[config.mk]
export PLATFORM = sky130hd
export DESIGN_NAME = stim_pulse_responder
export DESIGN_NICKNAME = d
export VERILOG_FILES = /design/src/rtl/stim_pulse_responder.sv
export SDC_FILE = /design/constraint.sdc
export NUM_CORES = 1
export LEC_CHECK = 0
export ABC_AREA = 1
export BUFFER_PORTS_ARGS = -buffer_cell sky130_fd_sc_hd__buf_2
export CORE_MARGIN = 5
export CORE_UTILIZATION = 60
export CTS_BUF_LIST = sky130_fd_sc_hd__clkbuf_16
export DETAILED_ROUTE_END_ITERATION = 10
export PLACE_DENSITY_LB_ADDON = 0.05
export SYNTH_ARGS = -nofsm -noshare
export SYNTH_HDL_FRONTEND = slang
export SYNTH_SLANG_ARGS = --single-unit
[constraint.sdc]
create_clock -name sample_CLK_out -period 5.6 [get_ports sample_CLK_out]
set_input_delay 0.56 -clock sample_CLK_out [delete_from_list [all_inputs] [get_ports sample_CLK_out]]
set_output_delay 0.56 -clock sample_CLK_out [all_outputs]
set_load 0.01 [all_outputs]
[src/rtl/stim_pulse_responder.sv]
`default_nettype none
// +--------------------------------------------------------------------------+
// | stim_pulse_responder: accepts a discriminator stim request and plays a   |
// | delay/width/period/count pulse train followed by a refractory hold-off.  |
// | Optional STIM_BLANK_EN: blank output with a latched post-done tail.      |
// | Rev 1.0                                                                  |
// +--------------------------------------------------------------------------+
module stim_pulse_responder #(
   parameter int CNT_W = 16,
   parameter int NP_W  = 8
) (
   input  logic             sample_CLK_out,
   input  logic             reset,
   input  logic             stim_req,
   input  logic             enable,
   input  logic [CNT_W-1:0] delay_cnt,
   input  logic [CNT_W-1:0] pulse_width,
   input  logic [CNT_W-1:0] pulse_period,
   input  logic [NP_W-1:0]  pulse_count,
   input  logic [CNT_W-1:0] refractory,
   input  logic [7:0]       blank_tail,
   output logic             stim_out,
   output logic             busy,
   output logic             ack,
   output logic             done,
   output logic [CNT_W-1:0] dropped_cnt,
   output logic [2:0]       state,
   output logic             blank
);

   typedef enum logic [2:0] {
      S_IDLE     = 3'd0,
      S_DELAY    = 3'd1,
      S_PULSE_HI = 3'd2,
      S_PULSE_LO = 3'd3,
      S_REFRACT  = 3'd4
   } state_t;

   localparam logic [CNT_W-1:0] C_CNT_ONE  = CNT_W'(1);
   localparam logic [CNT_W-1:0] C_CNT_ONES = '1;
   localparam logic [NP_W-1:0]  C_NP_ONE   = NP_W'(1);

   state_t           state_q, state_d;
   logic [CNT_W-1:0] cnt_q, cnt_d;
   logic [NP_W-1:0]  rem_q, rem_d;
   logic [CNT_W-1:0] width_q, width_d;
   logic [CNT_W-1:0] gap_q, gap_d;
   logic [CNT_W-1:0] refr_q, refr_d;
   logic [CNT_W-1:0] dropped_q, dropped_d;
   logic             stim_q, stim_d;
   logic             busy_q, busy_d;
   logic             ack_q, ack_d;
   logic             done_q, done_d;

   logic [CNT_W-1:0] w_width;
   logic [CNT_W-1:0] w_period;
   logic             w_enter_refr;
   logic             w_finish;

   // Clamp request fields; an all-ones width cannot grow by one, so the
   // period saturates there instead of wrapping.
   always_comb begin
      w_width  = (pulse_width == '0) ? C_CNT_ONE : pulse_width;
      w_period = pulse_period;
      if (w_width == C_CNT_ONES) begin
         w_period = C_CNT_ONES;
      end else if (pulse_period <= w_width) begin
         w_period = w_width + C_CNT_ONE;
      end
   end

   always_comb begin
      state_d      = state_q;
      cnt_d        = cnt_q;
      rem_d        = rem_q;
      width_d      = width_q;
      gap_d        = gap_q;
      refr_d       = refr_q;
      dropped_d    = dropped_q;
      stim_d       = 1'b0;
      busy_d       = busy_q;
      ack_d        = 1'b0;
      done_d       = 1'b0;
      w_enter_refr = 1'b0;
      w_finish     = 1'b0;

      if ((state_q != S_IDLE) && stim_req && (dropped_q != C_CNT_ONES)) begin
         dropped_d = dropped_q + C_CNT_ONE;
      end

      // cnt holds the number of further edges to spend in the current state
      case (state_q)
         S_IDLE: begin
            busy_d = 1'b0;
            if (stim_req && enable) begin
               ack_d   = 1'b1;
               busy_d  = 1'b1;
               width_d = w_width;
               gap_d   = w_period - w_width;
               refr_d  = refractory;
               rem_d   = (pulse_count == '0) ? '0 : pulse_count - C_NP_ONE;
               if (delay_cnt == '0) begin
                  state_d = S_PULSE_HI;
                  stim_d  = 1'b1;
                  cnt_d   = w_width - C_CNT_ONE;
               end else begin
                  state_d = S_DELAY;
                  cnt_d   = delay_cnt - C_CNT_ONE;
               end
            end
         end
         S_DELAY: begin
            if (!enable) begin
               w_enter_refr = 1'b1;
            end else if (cnt_q == '0) begin
               state_d = S_PULSE_HI;
               stim_d  = 1'b1;
               cnt_d   = width_q - C_CNT_ONE;
            end else begin
               cnt_d = cnt_q - C_CNT_ONE;
            end
         end
         S_PULSE_HI: begin
            if (!enable) begin
               w_enter_refr = 1'b1;
            end else if (cnt_q != '0) begin
               stim_d = 1'b1;
               cnt_d  = cnt_q - C_CNT_ONE;
            end else if (rem_q == '0) begin
               w_enter_refr = 1'b1;
            end else if (gap_q == '0) begin
               stim_d = 1'b1;
               cnt_d  = width_q - C_CNT_ONE;
               rem_d  = rem_q - C_NP_ONE;
            end else begin
               state_d = S_PULSE_LO;
               cnt_d   = gap_q - C_CNT_ONE;
            end
         end
         S_PULSE_LO: begin
            if (!enable) begin
               w_enter_refr = 1'b1;
            end else if (cnt_q == '0) begin
               state_d = S_PULSE_HI;
               stim_d  = 1'b1;
               cnt_d   = width_q - C_CNT_ONE;
               rem_d   = rem_q - C_NP_ONE;
            end else begin
               cnt_d = cnt_q - C_CNT_ONE;
            end
         end
         S_REFRACT: begin
            if (cnt_q == '0) begin
               w_finish = 1'b1;
            end else begin
               cnt_d = cnt_q - C_CNT_ONE;
            end
         end
         default: begin
            state_d = S_IDLE;
            busy_d  = 1'b0;
         end
      endcase

      if (w_enter_refr) begin
         if (refr_q == '0) begin
            w_finish = 1'b1;
         end else begin
            state_d = S_REFRACT;
            cnt_d   = refr_q - C_CNT_ONE;
         end
      end

      if (w_finish) begin
         state_d = S_IDLE;
         done_d  = 1'b1;
         busy_d  = 1'b0;
      end
   end

   always_ff @(posedge sample_CLK_out) begin
      if (reset) begin
         state_q   <= S_IDLE;
         cnt_q     <= '0;
         rem_q     <= '0;
         width_q   <= '0;
         gap_q     <= '0;
         refr_q    <= '0;
         dropped_q <= '0;
         stim_q    <= 1'b0;
         busy_q    <= 1'b0;
         ack_q     <= 1'b0;
         done_q    <= 1'b0;
      end else begin
         state_q   <= state_d;
         cnt_q     <= cnt_d;
         rem_q     <= rem_d;
         width_q   <= width_d;
         gap_q     <= gap_d;
         refr_q    <= refr_d;
         dropped_q <= dropped_d;
         stim_q    <= stim_d;
         busy_q    <= busy_d;
         ack_q     <= ack_d;
         done_q    <= done_d;
      end
   end

`ifdef STIM_BLANK_EN
   logic [7:0] tail_q, tail_d;
   logic [7:0] tail_cnt_q, tail_cnt_d;
   logic       blank_q, blank_d;

   // Blank covers the whole busy window, then stretches by the latched tail.
   always_comb begin
      tail_d     = tail_q;
      tail_cnt_d = tail_cnt_q;
      blank_d    = blank_q;
      if (ack_d) begin
         blank_d = 1'b1;
         tail_d  = blank_tail;
      end else if (done_d) begin
         blank_d    = (tail_q != 8'd0);
         tail_cnt_d = tail_q - 8'd1;
      end else if (state_q == S_IDLE) begin
         if (blank_q) begin
            if (tail_cnt_q == 8'd0) begin
               blank_d = 1'b0;
            end else begin
               tail_cnt_d = tail_cnt_q - 8'd1;
            end
         end
      end else if (!busy_d) begin
         blank_d = 1'b0;
      end
   end

   always_ff @(posedge sample_CLK_out) begin
      if (reset) begin
         tail_q     <= 8'd0;
         tail_cnt_q <= 8'd0;
         blank_q    <= 1'b0;
      end else begin
         tail_q     <= tail_d;
         tail_cnt_q <= tail_cnt_d;
         blank_q    <= blank_d;
      end
   end

   assign blank = blank_q;
`else
   logic w_unused_blank_tail;
   assign w_unused_blank_tail = ^blank_tail;
   assign blank = 1'b0;
`endif

   assign stim_out    = stim_q;
   assign busy        = busy_q;
   assign ack         = ack_q;
   assign done        = done_q;
   assign dropped_cnt = dropped_q;
   assign state       = state_q;

endmodule
`default_nettype wire
After elaboration in Yosys (flattened, before gate mapping)
Cells that the tools add are included.

Add/sub/neg operators: 11. Multiply operators: 0. Divide/modulo/power cells: 0. $lt $le $gt $ge: 1. Equality and inequality tests: 13. Shift-type cells: 0. Muxes and demuxes: 55. Bitwise logic cells: 1. Reductions and logical operators: 20.

Operators by type and width (number): 16-bit two-way mux (14); 16-bit by 1-bit subtractor with 16-bit output (second input constant) (6); 16-bit logical NOT (5); 8-bit two-way mux (8); 16-bit one-hot mux with 4 select lines (1); 16-bit by 1-bit adder with 16-bit output (second input constant) (2); 3-bit two-way mux (9); 8-bit one-hot mux with 3 select lines (1); 1-bit two-way mux (17); 16-bit equality test (second input constant) (1); 16-bit <= comparator (1); 8-bit logical NOT (2); 16-bit inequality test (second input constant) (1); 16-bit nonzero test (1); 16-bit subtractor (1); 8-bit by 1-bit subtractor with 8-bit output (second input constant) (2); 2-bit inequality test (second input constant) (7); 3-bit one-hot mux with 4 select lines (1); 8-bit AND reduction (1); 3-bit by 2-bit equality test with 1-bit output (second input constant) (2); 3-bit nonzero test (2); 2-bit OR reduction (3); 1-bit one-hot mux with 2 select lines (2); 4-bit OR reduction (1); 8 further kinds (10).

Register bits: 95. Latch bits: 0. Memory bits (writable): 0. Bits in read-only memories: 0. Bits of input ports: 84. Output and inout port bits: 24. Logic and storage cells: 112. Memories kept: 0.

Depth between registers and ports, before layout
Word-level depth: 8. Gate-level depth with buffers: 30. Gate-level depth less buffers: 29.

Worst setup path before layout
Ideal clock, no wire load.

Path type: input-to-reg. From: input pulse_width[14]. To: register gap_q[12]. Library setup time: 114 ps. Arrival time: 3894 ps. Required time: 5486 ps. Setup slack: 1592 ps. Stages on the path: 30. Buffers on the path: 1. Cells stage by stage: inv_1 > nand3_1 > nor2_1 > nand2_1 > nand2_1 > ha_1 > inv_1 > a21oi_1 > o21ai_0 > nand2_1 > nand3_1 > nand2_1 > nand2_1 > nand2_1 > inv_1 > clkbuf_1 > nand2_1 > o211a_1 > ha_1 > inv_1 > fa_1 > nand3_1 > nand2_1 > a21oi_1 > o21ai_0 > a21boi_0 > o21ai_0 > xor2_1 > o21bai_1 > inv_1.

Cells in the longest elaborated chain, start to end: 6. Elaborated cells between the ends (all ways): 8. Classes of those cells: add/sub (2); order compare (1); eq/ne (1); mux (3); reduce/logical (1).

RTL lines: from (decl) (line 17) `input logic [CNT_W-1:0] pulse_width,`; 16-bit logical NOT * (line 63) `w_width = (pulse_width == '0) ? C_CNT_ONE : pulse_width;`; 16-bit two-way mux * (line 63); named net w_width[0] (line 55) `logic [CNT_W-1:0] w_width;`; 16-bit by 1-bit adder with 16-bit output or 16-bit <= comparator (tied branches) (line 68, 67); 16-bit two-way mux (line 67) `end else if (pulse_period <= w_width) begin`; 16-bit two-way mux (line 65) `if (w_width == C_CNT_ONES) begin`; 16-bit subtractor * (line 99) `gap_d = w_period - w_width;`; to (signal assigned) (line 199) `gap_q <= gap_d;`; to (decl) (line 47) `logic [CNT_W-1:0] gap_q, gap_d;`.

Mark *: on every way through the listed nets, which the timed path passes. The rest lies on a longest branch. A chain may end at the register's enable or synchronous reset.

Worst setup path in the final report
From: input pulse_width[11]. To: register gap_q[12].

Same word-level chain as after synthesis.

==> results.md <==
- Outcome: complete, no violations
- Final setup vio count: 0
- Synthesized Nets: 1691
- Distinct cells, synth: 57
- Ys flop type: dfxtp_1
- Required time worst endpoint: 5860 ps
- Num CTS Buffers: 9
- DRT Pass-1 Iters: 6
- Final worst path period share: 82.30%
- Antenna violations before repair: 2
- Cts repair resizes: 0
- Max-Slew Margin vs Limit: 33.00%
- Post-route ant nets: 0
- Vias per cell: ~5.8
- HPWL after detailed placement: 23.40 mm
- CTS tree: yes
- Peak Freq: 217.0 MHz
- Synth Cell Area: 9099 sq um
- Fin cells: 1830
- Leakage Power: 4.915 nW
- Worst reg-to-reg setup slack: 2090 ps
- Slew Limit Fails: 0
- Worst slew pin tran: 1001 ps
- CTS H-Tree Depth: 3
- Largest net degree at the start of global routing: 59
- Critical path launch point type: input port
- Num ports: about 110
- FILL cells: 1493
- R2R depth: 9
- Worst r2r src: state[0]$_SDFF_PP0_
- Effective utilization at floorplan: approximately three fifths
- Layout cells sized above 1: 10.11%
- Std-Cell Rows: 45
- Gr usage total: about a third
- Hold Crit Class: input port to register
- Clock net sink count: 95
- Largest incremental delay on the critical path: approximately 360 ps
- Pwr/cell area: 397.5 nW/um^2
- Synth Register Bits: 95
- Avg WL per Cell: ~16 um
- N_diodes: 0
- Max Cap Violations: 0
- DIE AREA: about 18000 sq um
- Fin Clk Skew: 6.901 ps
- CP max FO: 17
- Final core occ: 66.22%
- Chip Width: 133.1 um
- Crit Path Category: input port to register
- Die Y: 133.1 um
- Core Box Area: 15030 sq um
- Post-CTS Hold Buffers: 0
- Setup bufs post-CTS: 0
- Placed insts: 1814
- Crit path capture: gap_q[12]$_SDFFE_PP0P_
- Clock buffer depth: 2
- Iter 0 DRT Violations: approximately 1200
- Total grt overflow: 0
- Worst R2R End: cnt_q[12]$_SDFF_PP0_
- Clock Pin Slew Worst Setup and Hold Paths: about 70 ps
- Root Buffer: clkbuf_16
- EDFF count, synth: 0
- Syn Area/Cell: 5.810 sq um
- IO Port Bufs: 98
- Overall routed net length: ~30 mm
- GPL Wtd Cong: approximately 1.0
- Most frequent cell after synthesis: nand2_1
- FFs w/ async S/R, synth: 0%
- Mapped Cells: 1566
- Setup TNS: 0 ps
- Post-synth top cells: nand2_1 (357), nor2_1 (223), inv_1 (189)
- Yosys warns: 0
- Worst path arrival time: 4870 ps
- Layout Area Growth over Synthesis: 9.406%
- Via count: 10610
- Worst Setup End Kind: register
- WHS Path Cells: 3
- Final hold vios: 0
- Tmin final: 4609 ps
- Worst skew pair latency: 360 ps
- Setup crit start: pulse_width[11]
- Nets: ~1800
- Cell taking the most area after synthesis: dfxtp_1
- First-pass GRT wire length: approximately 48 mm
- VDD IR max: 0.0002416 V
- RSZ-0062 raised after global routing: no
- Highest-delay cell along the critical path: ha_1
- Top cell type's share of synthesized area: 20.90%
- Post-route worst setup slack: 991.0 ps
- Most common cell type on the critical path: nand2_1
- Post-synthesis sequential area ratio: 20.90%
- Vias in the first global route: 9617
- Drc violations: 0
- DP Worst Slack: 716.6 ps
- Area contributors post-synth: dfxtp_1 (21%), nand2_1 (15%), nand3_1 (9.3%)
==> worst min path at each step <==
| stage | start | to | slack (ps) |
|---|---|---|---|
| 6_report | refractory[2] | refr_q[2]$_SDFFE_PP0P_ | 440 |
| 5_1_grt | refractory[2] | refr_q[2]$_SDFFE_PP0P_ | 460 |
| 4_1_cts | refractory[2] | refr_q[2]$_SDFFE_PP0P_ | 430 |
| 3_5_place_dp | refr_q[14]$_SDFFE_PP0P_ | refr_q[14]$_SDFFE_PP0P_ | 480 |
| 3_3_place_gp | refr_q[14]$_SDFFE_PP0P_ | refr_q[14]$_SDFFE_PP0P_ | 470 |
| 2_1_floorplan | refr_q[1]$_SDFFE_PP0P_ | refr_q[1]$_SDFFE_PP0P_ | 450 |
==> layer usage <==
metal	GRT usage (%)	wire length, um	part of all wire, %	vias to the layer above
met4	13.77	1247	4.1	4
met1	44.72	13060	43	4770
li1	-	-	-	5271
met5	0	26	0.086	-
met2	51.92	13130	43	479
met3	6.911	2727	9.0	84
==> power by group <==
group          internal (mW)  total, mW  switching [mW]
registers              0.801      0.944           0.143
clock network          0.311      0.620           0.309
logic                  0.746       2.39            1.65
==> placed cells by master (no fill, tap or decap), drive strengths merged, types with 3 or more instances in the layout <==
master and instances:
a21oi 133, xnor2 12, a31oi 5, o21ai 115
o22ai 7, nor2 242, nand3 173, clkinv 5
nand4 18, nor3 21, nand3b 8, o211ai 12
dfxtp 95, nor4 3, xor2 41, nand2 362
inv 202, o21bai 9, a211oi 3, buf 105
clkbuf 9, ha 40
==> registers in the layout (all words and copies together), names as in the netlist, 3 cells and up <==
signal,count
cnt_q,16
dropped_cnt,16
gap_q,16
refr_q,16
width_q,16
rem_q,8
state,3
==> per-stage QoR <==
step                      hold slack, ps  instance area, sq um  power [mW]
after global placement             470.1                  9664       3.228
after floorplan                    447.9                  9099       2.665
after CTS                          429.3                  9955       3.881
after detailed placement           477.9                  9664       3.254
after global routing               456.2                  9955       4.255
final                              436.3                  9955       3.957
==> cell families after synthesis <==
group	share of synthesized area, %
fa+ha+maj	5.721
other cells	0.04121
buf+inv	10.79
flops	20.90
simple gates	39.77
compound gates	17.67
xor+xnor	5.102
==> final cells by class <==
cell class              count  area, sq um  share of cell area (%)
clock inverters             7        65.06                  0.6536
inverters                 201        762.0                   7.655
well taps                 188        235.2                   2.363
multi-input cells        1225         6222                   62.51
repair buffers            105        543.0                   5.455
flip-flops and latches     95         1902                   19.11
clock buffers               9        225.2                   2.262
==> critical path: cells and delay by family <==
kind,cells,cell delay (ps)
xor gates and xnor gates,1,160
adders and majority gates,2,560
AOI/OAI and AO/OA,9,1560
buffers and inverters,6,810
and+or+nand+nor,11,1220
Note: power is estimated with default switching activity, not from simulation.
